===== src/rtl/gfx_rom_arbiter_pkg.sv =====
// gfx_rom_arbiter_pkg: shared state encoding, requester indices and timeout default
package gfx_rom_arbiter_pkg;
  typedef enum logic [1:0] {IDLE = 2'd0, BUSY = 2'd1, DONE = 2'd2} state_t;
  localparam int REQ_BG  = 0;
  localparam int REQ_FG  = 1;
  localparam int REQ_SPR = 2;
  localparam int REQ_TXT = 3;
  localparam int TMO_DEF = 255;
endpackage


===== src/rtl/gfx_rom_arbiter_rr_pick.sv =====
// gfx_rom_arbiter_rr_pick: round-robin winner select with an optional forced (priority) requester
module gfx_rom_arbiter_rr_pick #(
  parameter int NREQ = 4,
  parameter int IW   = 2
) (
  input  logic [NREQ-1:0] req,
  input  logic [IW-1:0]   rr_ptr,
  input  logic            force_en,
  input  logic [IW-1:0]   force_idx,
  output logic [IW-1:0]   winner,
  output logic            any
);
  logic [IW-1:0] idx;
  // scan downward so the last hit is the first set request above rr_ptr; a requesting forced index overrides
  always_comb begin
    winner = '0;
    idx = '0;
    for (int k = NREQ; k >= 1; k--) begin
      idx = IW'((int'(rr_ptr) + k) % NREQ);
      if (req[idx]) winner = idx;
    end
    if (force_en && req[force_idx]) winner = force_idx;
  end
  assign any = |req;
endmodule


===== src/rtl/gfx_rom_arbiter.sv =====
// gfx_rom_arbiter: shares the graphics ROM read port between fetchers, sprite owns it during hblank
module gfx_rom_arbiter
  import gfx_rom_arbiter_pkg::*;
#(
  parameter int NREQ    = 4,
  parameter int AW      = 24,
  parameter int DW      = 32,
  parameter int SPR_IDX = REQ_SPR,
  parameter int TMO     = TMO_DEF
) (
  input  logic             clk,
  input  logic             reset,
  input  logic             hbl,
  input  logic             vbl,
  input  logic [NREQ-1:0]  req,
  input  logic [NREQ*AW-1:0] addr,
  output logic [NREQ-1:0]  rd_valid,
  output logic [DW-1:0]    rd_data,
  output logic             busy,
  output logic             rom_req,
  output logic [AW-1:0]    rom_addr,
  input  logic             rom_ack,
  input  logic [DW-1:0]    rom_data,
  output logic             err_timeout
);
  localparam int IW = $clog2(NREQ);
  state_t state, state_nx;
  logic [IW-1:0] rr_ptr, owner, winner;
  logic any, timeout, unused_vbl;
  logic [7:0] tmo_cnt;
  assign unused_vbl = vbl;
  assign timeout = (tmo_cnt == 8'(TMO));
  gfx_rom_arbiter_rr_pick #(.NREQ(NREQ), .IW(IW)) u_pick (
    .req(req),
    .rr_ptr(rr_ptr),
    .force_en(hbl),
    .force_idx(IW'(SPR_IDX)),
    .winner(winner),
    .any(any)
  );
  // state register
  always_ff @(posedge clk or posedge reset)
    if (reset) state <= IDLE;
    else state <= state_nx;
  // next state: grant from IDLE, finish on ack or timeout, DONE lasts one cycle
  always_comb
    state_nx = state == IDLE ? (any ? BUSY : IDLE) :
               state == BUSY ? ((rom_ack || timeout) ? DONE : BUSY) : IDLE;
  // status output
  always_comb busy = (state != IDLE);
  // grant latches, ROM request, timeout counter and response pulse
  always_ff @(posedge clk or posedge reset)
    if (reset) begin
      rom_req <= 1'b0;
      rom_addr <= '0;
      rd_valid <= '0;
      rd_data <= '0;
      err_timeout <= 1'b0;
      rr_ptr <= IW'(NREQ - 1);
      owner <= '0;
      tmo_cnt <= '0;
    end else begin
      rd_valid <= '0;
      if (state == IDLE && any) begin
        owner <= winner;
        rr_ptr <= winner;
        rom_addr <= addr[int'(winner)*AW +: AW];
        rom_req <= 1'b1;
        tmo_cnt <= '0;
      end
      if (state == BUSY) begin
        if (rom_ack) begin
          rd_data <= rom_data;
          rd_valid <= NREQ'(1) << owner;
          rom_req <= 1'b0;
        end else if (timeout) begin
          rd_data <= '0;
          rd_valid <= NREQ'(1) << owner;
          rom_req <= 1'b0;
          err_timeout <= 1'b1;
        end else tmo_cnt <= tmo_cnt + 8'd1;
      end
    end
endmodule


===== config.mk =====
export PLATFORM = sky130hd
export DESIGN_NAME = gfx_rom_arbiter
export DESIGN_NICKNAME = d
export VERILOG_FILES = /design/src/rtl/gfx_rom_arbiter_pkg.sv /design/src/rtl/gfx_rom_arbiter_rr_pick.sv /design/src/rtl/gfx_rom_arbiter.sv
export SDC_FILE = /design/constraint.sdc
export NUM_CORES = 1
export LEC_CHECK = 0
export CELL_PAD_IN_SITES_DETAIL_PLACEMENT = 1
export CELL_PAD_IN_SITES_GLOBAL_PLACEMENT = 1
export CORE_UTILIZATION = 32
export CTS_CLUSTER_DIAMETER = 30
export DETAILED_ROUTE_END_ITERATION = 8
export GPL_TIMING_DRIVEN = 0
export MAX_ROUTING_LAYER = met4
export PLACE_DENSITY_LB_ADDON = 0.3
export SKIP_LAST_GASP = 1
export SYNTH_ARGS = -nofsm -noshare
export SYNTH_HDL_FRONTEND = slang
export SYNTH_SLANG_ARGS = --single-unit
export TNS_END_PERCENT = 5

===== constraint.sdc =====
create_clock -name clk -period 3.3 [get_ports clk]
set_input_delay 0.495 -clock clk [delete_from_list [all_inputs] [get_ports clk]]
set_output_delay 0.495 -clock clk [all_outputs]
set_load 0.01 [all_outputs]

==> results.py, run 1 <==
metrics = {
    "floorplan": {
        "core_mm2": 0.0114,
        "die_x_um": 110,
        "die_h_um": 110,
        "io_pins": 200,
        "start_util": 0.330,
        "die-area_mm2": 0.0122,
        "rows": 39,
    },
    "timing": {
        "slew_violations": 0,
        "max_freq_mhz": 426,
        "tightest_slew_ns": 0.684,
        "fin_crit_sh": 0.711,
        "rsz0062_at_grt": "false",
        "finalHoldViolations": 0,
        "finalWorstPathRequiredPeriod_ns": 2.35,
        "fin_skew_ns": 0.0112,
        "slew_headroom": 0.541,
        "setup-tns-final_ns": 0,
        "setup_viol": 0,
        "holdWs_ns": 0.434,
    },
    "logic_synthesis": {
        "synthXorXnorAreaFrac": 0.00465,
        "ys.flop_type": "dfrtp_1",
        "synth_area_leaders": "dfrtp_1, a221oi_2, a22o_1, mux2i_1, a221oi_1",
        "ys_warn_count": 0,
        "postSynthAreaPerCell_um2": 12.0,
        "syn-num-nets": 453,
        "synth_compound_area_frac": 0.257,
        "ys_seq_elements": 76,
        "synthSimpleGateAreaFrac": 0.116,
        "yosys.area.top_type": "dfrtp_1",
        "synth_top_cell_area_share": 0.492,
        "muxShareOfSynthArea": 0.0701,
        "ys_seq_area_frac": 0.506,
        "synth_top_family_by_area": "compound AO/OA/AOI/OAI gates",
        "synthAdderAreaFrac": 0.00332,
        "synth_edf_count": 0,
        "synth_cell_types": 43,
        "syn_inst": 315,
        "async_flop_share": 1.00,
        "synth.cell_area_mm2": 0.00376,
    },
    "clock_network": {
        "cts_setup_buffers": 0,
        "hold_buffers": 0,
        "clk_latency_ns": 0.34,
        "clk_pin_slew_ns": 0.07,
        "cts_buffer_depth": 2,
        "clockRootBuffer": "clkbuf_16",
        "cts_buffers": 9,
        "cts_tree": "yes",
        "htreeDepth": 3,
        "cts.sinks": 76,
        "cts_resized": 0,
    },
    "finish": {
        "fin_util": 0.551,
        "drive_gt1_frac": 0.113,
        "diodes": 0,
        "syn2layout_area_growth_pct": 67.0,
        "nNetsFinal": 663,
        "layout.cells.non_filler": 673,
    },
    "grt": {
        "grt_pass1_vias": 4117,
        "grt-ovfl-total": 0,
        "grt_util_all_layers": 0.237,
        "grt_pass1_wl_um": 22000,
        "grt_max_degree": 62,
        "antenna_found_initial": 0,
    },
    "run_status": {
        "status": "complete, no violations",
    },
    "routing": {
        "drt_iter0_markers": 156,
        "routed-via-count": 3586,
        "routed_wirelength_um": 13600,
        "wl_per_cell_um": 20.3,
        "ant_nets": 0,
        "drc": 0,
        "vias_per_cell": 5.33,
        "dr.pass1.iters": 4,
    },
    "power": {
        "total_power_w": 0.00559,
        "cellLeakagePower_nw": 2.57,
        "peakVddDrop_uv": 407,
        "powerDensity_mw_per_mm2": 889,
    },
    "placement": {
        "portBuffers": 198,
        "dp_hpwl_um": 10400,
        "gp_congestion": 0.760,
        "dp.cells": 657,
    },
    "worst_setup_path": {
        "crit_arrival_ns": 2.61,
        "cp-start-kind": "input port",
        "critPathKind": "input port to flip-flop",
        "crit_fanout": 10,
        "cp.required_ns": 3.56,
        "end_kind": "flip-flop",
    },
    "min_path": {
        "worstHoldPathType": "input port to async pin",
    },
    "job": {
        "drv_cap": 0,
    },
}
## area by class of cell
type | count | area [um^2]
timing repair buffer | 199 | 2010
clock buffer | 9 | 225
tap | 143 | 179
sequential | 76 | 1900
clock inverter | 7 | 105
buffer | 24 | 136
fill | 1222 | 5130
inverter | 7 | 28.8
multi-input combinational | 208 | 1700
## critical path, stage by stage
cell	delay, ns
clkdlybuf4s50_1	0.51
nor4_4	0.42
or2_2	0.27
clkbuf_1	0.43
and2_1	0.26
a221oi_1	0.06
mux2i_1	0.15
## placed cells by master (no fill, tap or decap), types with 2 or more instances in the layout
| cell type | instances |
|---|---|
| nand3_1 | 6 |
| nor3_1 | 3 |
| o21ai_0 | 11 |
| inv_1 | 6 |
| dfstp_2 | 2 |
| clkbuf_1 | 11 |
| dfrtp_1 | 74 |
| a221oi_2 | 20 |
| a221oi_1 | 26 |
| nand2b_1 | 5 |
| clkbuf_16 | 9 |
| a21oi_1 | 3 |
| nor3b_1 | 3 |
| buf_2 | 7 |
| inv_6 | 3 |
| clkdlybuf4s50_1 | 198 |
| and2_1 | 25 |
| nor2b_1 | 2 |
| mux2i_1 | 23 |
| o31ai_1 | 2 |
| nand2_1 | 7 |
| nor2_1 | 16 |
| buf_6 | 4 |
| a211oi_1 | 2 |
| buf_4 | 2 |
| mux2_2 | 3 |
| a22o_1 | 32 |
| bufinv_16 | 2 |
## logic make-up after synthesis
family,Yosys count
AOI/OAI and AO/OA,103
and+or+nand+nor,76
DFF,76
buffers and inverters,31
muxes,26
xor gates and xnor gates,2
adders and majority gates,1
## synth_stat cells (2+ instances only)
master / n
buf_6: 4
nor3_1: 3
nand2_1: 7
nor3b_1: 3
inv_1: 7
o31ai_1: 2
buf_2: 7
a22o_1: 32
o21ai_0: 11
nor2b_1: 2
a221oi_2: 20
nand3_1: 6
mux2i_1: 23
buf_4: 2
a221oi_1: 26
clkbuf_1: 11
and2_1: 25
nor2_1: 16
a211oi_1: 2
dfstp_2: 2
mux2_2: 3
nand2b_1: 5
dfrtp_1: 74
a21oi_1: 3
## routing by layer
metal | vias up | track usage | part of all wire | wire length [um]
li1 | 1643 | - | - | -
met2 | 128 | 0.398 | 0.51 | 6990
met1 | 1793 | 0.275 | 0.42 | 5680
met3 | 22 | 0.0538 | 0.047 | 642
met4 | 0 | 0.0924 | 0.024 | 327
met5 | - | - | 0 | 0
## state kept, by name (all words and copies together), names as in the netlist
| signal | count |
|---|---|
| err_timeout | 1 |
| rd_data | 32 |
| rom_addr | 24 |
| rr_ptr | 2 |
| tmo_cnt | 8 |
| owner | 2 |
| rom_req | 1 |
| state | 2 |
| rd_valid | 4 |
## power by group
group	switching, W	internal, W
sequential	0.000247	0.00134
combinational	0.00134	0.00154
clock	0.000436	0.000676
## per-stage QoR
| stage | area [um^2] | worst slack [ns] |
|---|---|---|
| final | 6290 | 0.954 |
| after global routing | 6290 | 0.769 |
| after CTS | 6290 | 0.952 |
| after detailed placement | 5960 | 0.605 |
| after global placement | 5930 | -0.515 |
| after floorplan | 3760 | 0.870 |
## final timing paths
check	slack, ns	cells past startpoint	endpoint	from
worst max-delay path	0.95	7	rom_addr[7]	req[1]
worst min-delay path	0.43	2	rd_data[26]	reset
worst max register to register	1.02	6	rd_data[19]	tmo_cnt[0]
worst min register to register	0.47	1	err_timeout	err_timeout
max in group asynchronous	2.25	3	rr_ptr[1]	reset
min in group clk	0.47	1	err_timeout	err_timeout
(Power assumes the default switching activity.)
==> inputs of run 2 (changes only) <==
- CORE_UTILIZATION: 32 -> 27
- clock period: 3.3 -> 2.1 ns (I/O delays scaled with it)
==> run 2 against run 1 <==
  * Flip-flop and latch count unchanged
  * Core utilization shrank 7.7 points
  * Die area up 18%
  * Global-route usage decreased by 4.1 points
  * Critical path depth shrank 1
  * Critical endpoint is now rd_data[7]
  * Largest cell class unchanged
==> results.py, run 2 (synthesized netlist as in run 1, its figures left out) <==
metrics = {
    "run_status": {
        "status": "complete, no violations",
    },
    "finish": {
        "reg_top3": "rd_data (32), rom_addr (24), tmo_cnt (8)",
        "largest_register_ffs": 32,
        "layout_commonest_cell": "clkdlybuf4s50_1",
        "fin_util": 0.474,
        "layout.cells.non_filler": 707,
        "most-common-layout-cells": "clkdlybuf4s50_1, dfrtp_1, a22o_1",
        "syn2layout_area_growth_pct": 68.7,
        "nFillCells": 1459,
        "diodes": 0,
        "final-seq-area_mm2": 0.00190,
        "nNetsFinal": 664,
        "multi_input_area_mm2": 0.00173,
        "top_register": "rd_data",
        "drive_gt1_frac": 0.126,
    },
    "floorplan": {
        "core_mm2": 0.0134,
        "io_pins": 200,
        "start_util": 0.281,
        "die_x_um": 120,
        "rows": 42,
        "die_h_um": 120,
        "die-area_mm2": 0.0144,
    },
    "timing": {
        "holdWs_ns": 0.366,
        "fin_skew_ns": 0.00653,
        "setup-tns-final_ns": 0,
        "rsz0062_at_grt": "true",
        "tightest_slew_ns": 0.526,
        "finalWorstPathRequiredPeriod_ns": 2.01,
        "finalHoldViolations": 0,
        "slew_violations": 0,
        "slew_headroom": 0.649,
        "max_freq_mhz": 499,
        "setup_viol": 0,
        "fin_crit_sh": 0.955,
    },
    "min_path": {
        "worstHoldPathType": "input port to async pin",
    },
    "power": {
        "peakVddDrop_uv": 562,
        "p_sw_frac": 0.365,
        "powerDensity_mw_per_mm2": 1340,
        "p_switching_w": 0.00311,
        "p_comb_frac": 0.533,
        "pwr-share-clk": 0.176,
        "cellLeakagePower_nw": 2.60,
        "total_power_w": 0.00853,
        "seqPwrFrac": 0.291,
        "internal_power_w": 0.00541,
    },
    "grt": {
        "grt_util_all_layers": 0.196,
        "grt_max_degree": 34,
        "antenna_found_initial": 0,
        "grt-ovfl-total": 0,
        "grt_pass1_wl_um": 21000,
        "grt_pass1_vias": 3904,
    },
    "job": {
        "drv_cap": 0,
    },
    "routing": {
        "dr.pass1.iters": 5,
        "wl_per_cell_um": 19.1,
        "routed-via-count": 3583,
        "drt_iter0_markers": 111,
        "vias_per_cell": 5.07,
        "routed_wirelength_um": 13500,
        "ant_nets": 0,
        "drc": 0,
    },
    "worst_setup_path": {
        "crit_fanout": 10,
        "critPathKind": "flip-flop to flip-flop",
        "cp-start-kind": "flip-flop",
        "cp.required_ns": 2.38,
        "r2r_setup_slack_ns": 0.09,
        "end_kind": "flip-flop",
        "crit_arrival_ns": 2.28,
    },
    "clock_network": {
        "clk_latency_ns": 0.34,
        "cts_tree": "yes",
        "cts_buffer_depth": 2,
        "htreeDepth": 3,
        "clockRootBuffer": "clkbuf_16",
        "cts.sinks": 76,
        "cts_buffers": 9,
        "clk_pin_slew_ns": 0.06,
    },
    "placement": {
        "dp_hpwl_um": 10300,
        "gp_congestion": 0.785,
        "portBuffers": 198,
        "dp.cells": 691,
    },
}
-- run 2: cell count changes in the layout (fill, tap and decap cells not counted), sizes merged --
cell | before | now
clkinv | 0 | 4
clkbuf | 20 | 21
clkinvlp | 1 | 3
inv | 11 | 6
buf | 14 | 15
dlymetal6s2s | 0 | 4
clkdlybuf4s50 | 198 | 194
bufinv | 2 | 0
-- run 2: worst paths after layout --
kind / startpoint / endpoint / cells after the start
min in group clk: err_timeout / err_timeout / 1
max in group asynchronous: reset / rr_ptr[0] / 3
setup reg to reg: tmo_cnt[0] / rd_data[7] / 6
hold / removal: reset / rom_addr[3] / 2
setup / recovery: tmo_cnt[0] / rd_data[7] / 6
hold reg to reg: err_timeout / err_timeout / 1
-- run 2: critical path, stage by stage (launching register included) --
cell and delay (ns):
dfrtp_1 0.42, ha_1 0.27, nand4_1 0.17, nor2_1 0.10, o21ai_2 0.34, clkbuf_1 0.42, a22o_1 0.22
-- run 2: area by class of cell --
type | instances | area share
sequential | 76 | 0.300
clock inverter | 6 | 0.00788
multi-input combinational | 208 | 0.273
clock buffer | 10 | 0.0376
buffer | 24 | 0.0225
inverter | 7 | 0.00473
tap | 176 | 0.0347
timing repair buffer | 200 | 0.320
-- run 2: per-stage QoR --
step                cell area, um^2  setup slack (ns)
floorplan                      3770             0.337
global placement               5970            -0.373
detailed placement             6010            -0.417
CTS                            6300           -0.0634
global route                   6350           -0.0735
finish                         6350            0.0943
-- run 2: repair_timing --
| item | in CTS | in global routing |
|---|---|---|
| hold endpoints to repair | 0 | 0 |
| setup buffers | 0 | 0 |
| pin swaps | 0 | 1 |
| hold buffers | 0 | 0 |
| endpoints found under the setup margin | 35 | 47 |
| cloned | 0 | 0 |
| resized for setup | 1 | 17 |
-- run 2: routing by layer --
metal / global-route usage / vias up / share of wire
met5: - / - / 0
met3: 0.0456 / 13 / 0.069
li1: - / 1646 / -
met4: 0.0586 / 0 / 0.013
met2: 0.328 / 150 / 0.50
met1: 0.232 / 1774 / 0.42
-- run 2: power by group through the flow --
stage | registers, W | clock network (W) | logic [W]
final | 0.00248 | 0.00150 | 0.00454
after global placement | 0.00248 | 0 | 0.00443
after CTS | 0.00249 | 0.00155 | 0.00456
after detailed placement | 0.00250 | 0 | 0.00454
after floorplan | 0.00270 | 0 | 0.00224
after global routing | 0.00257 | 0.00160 | 0.00490
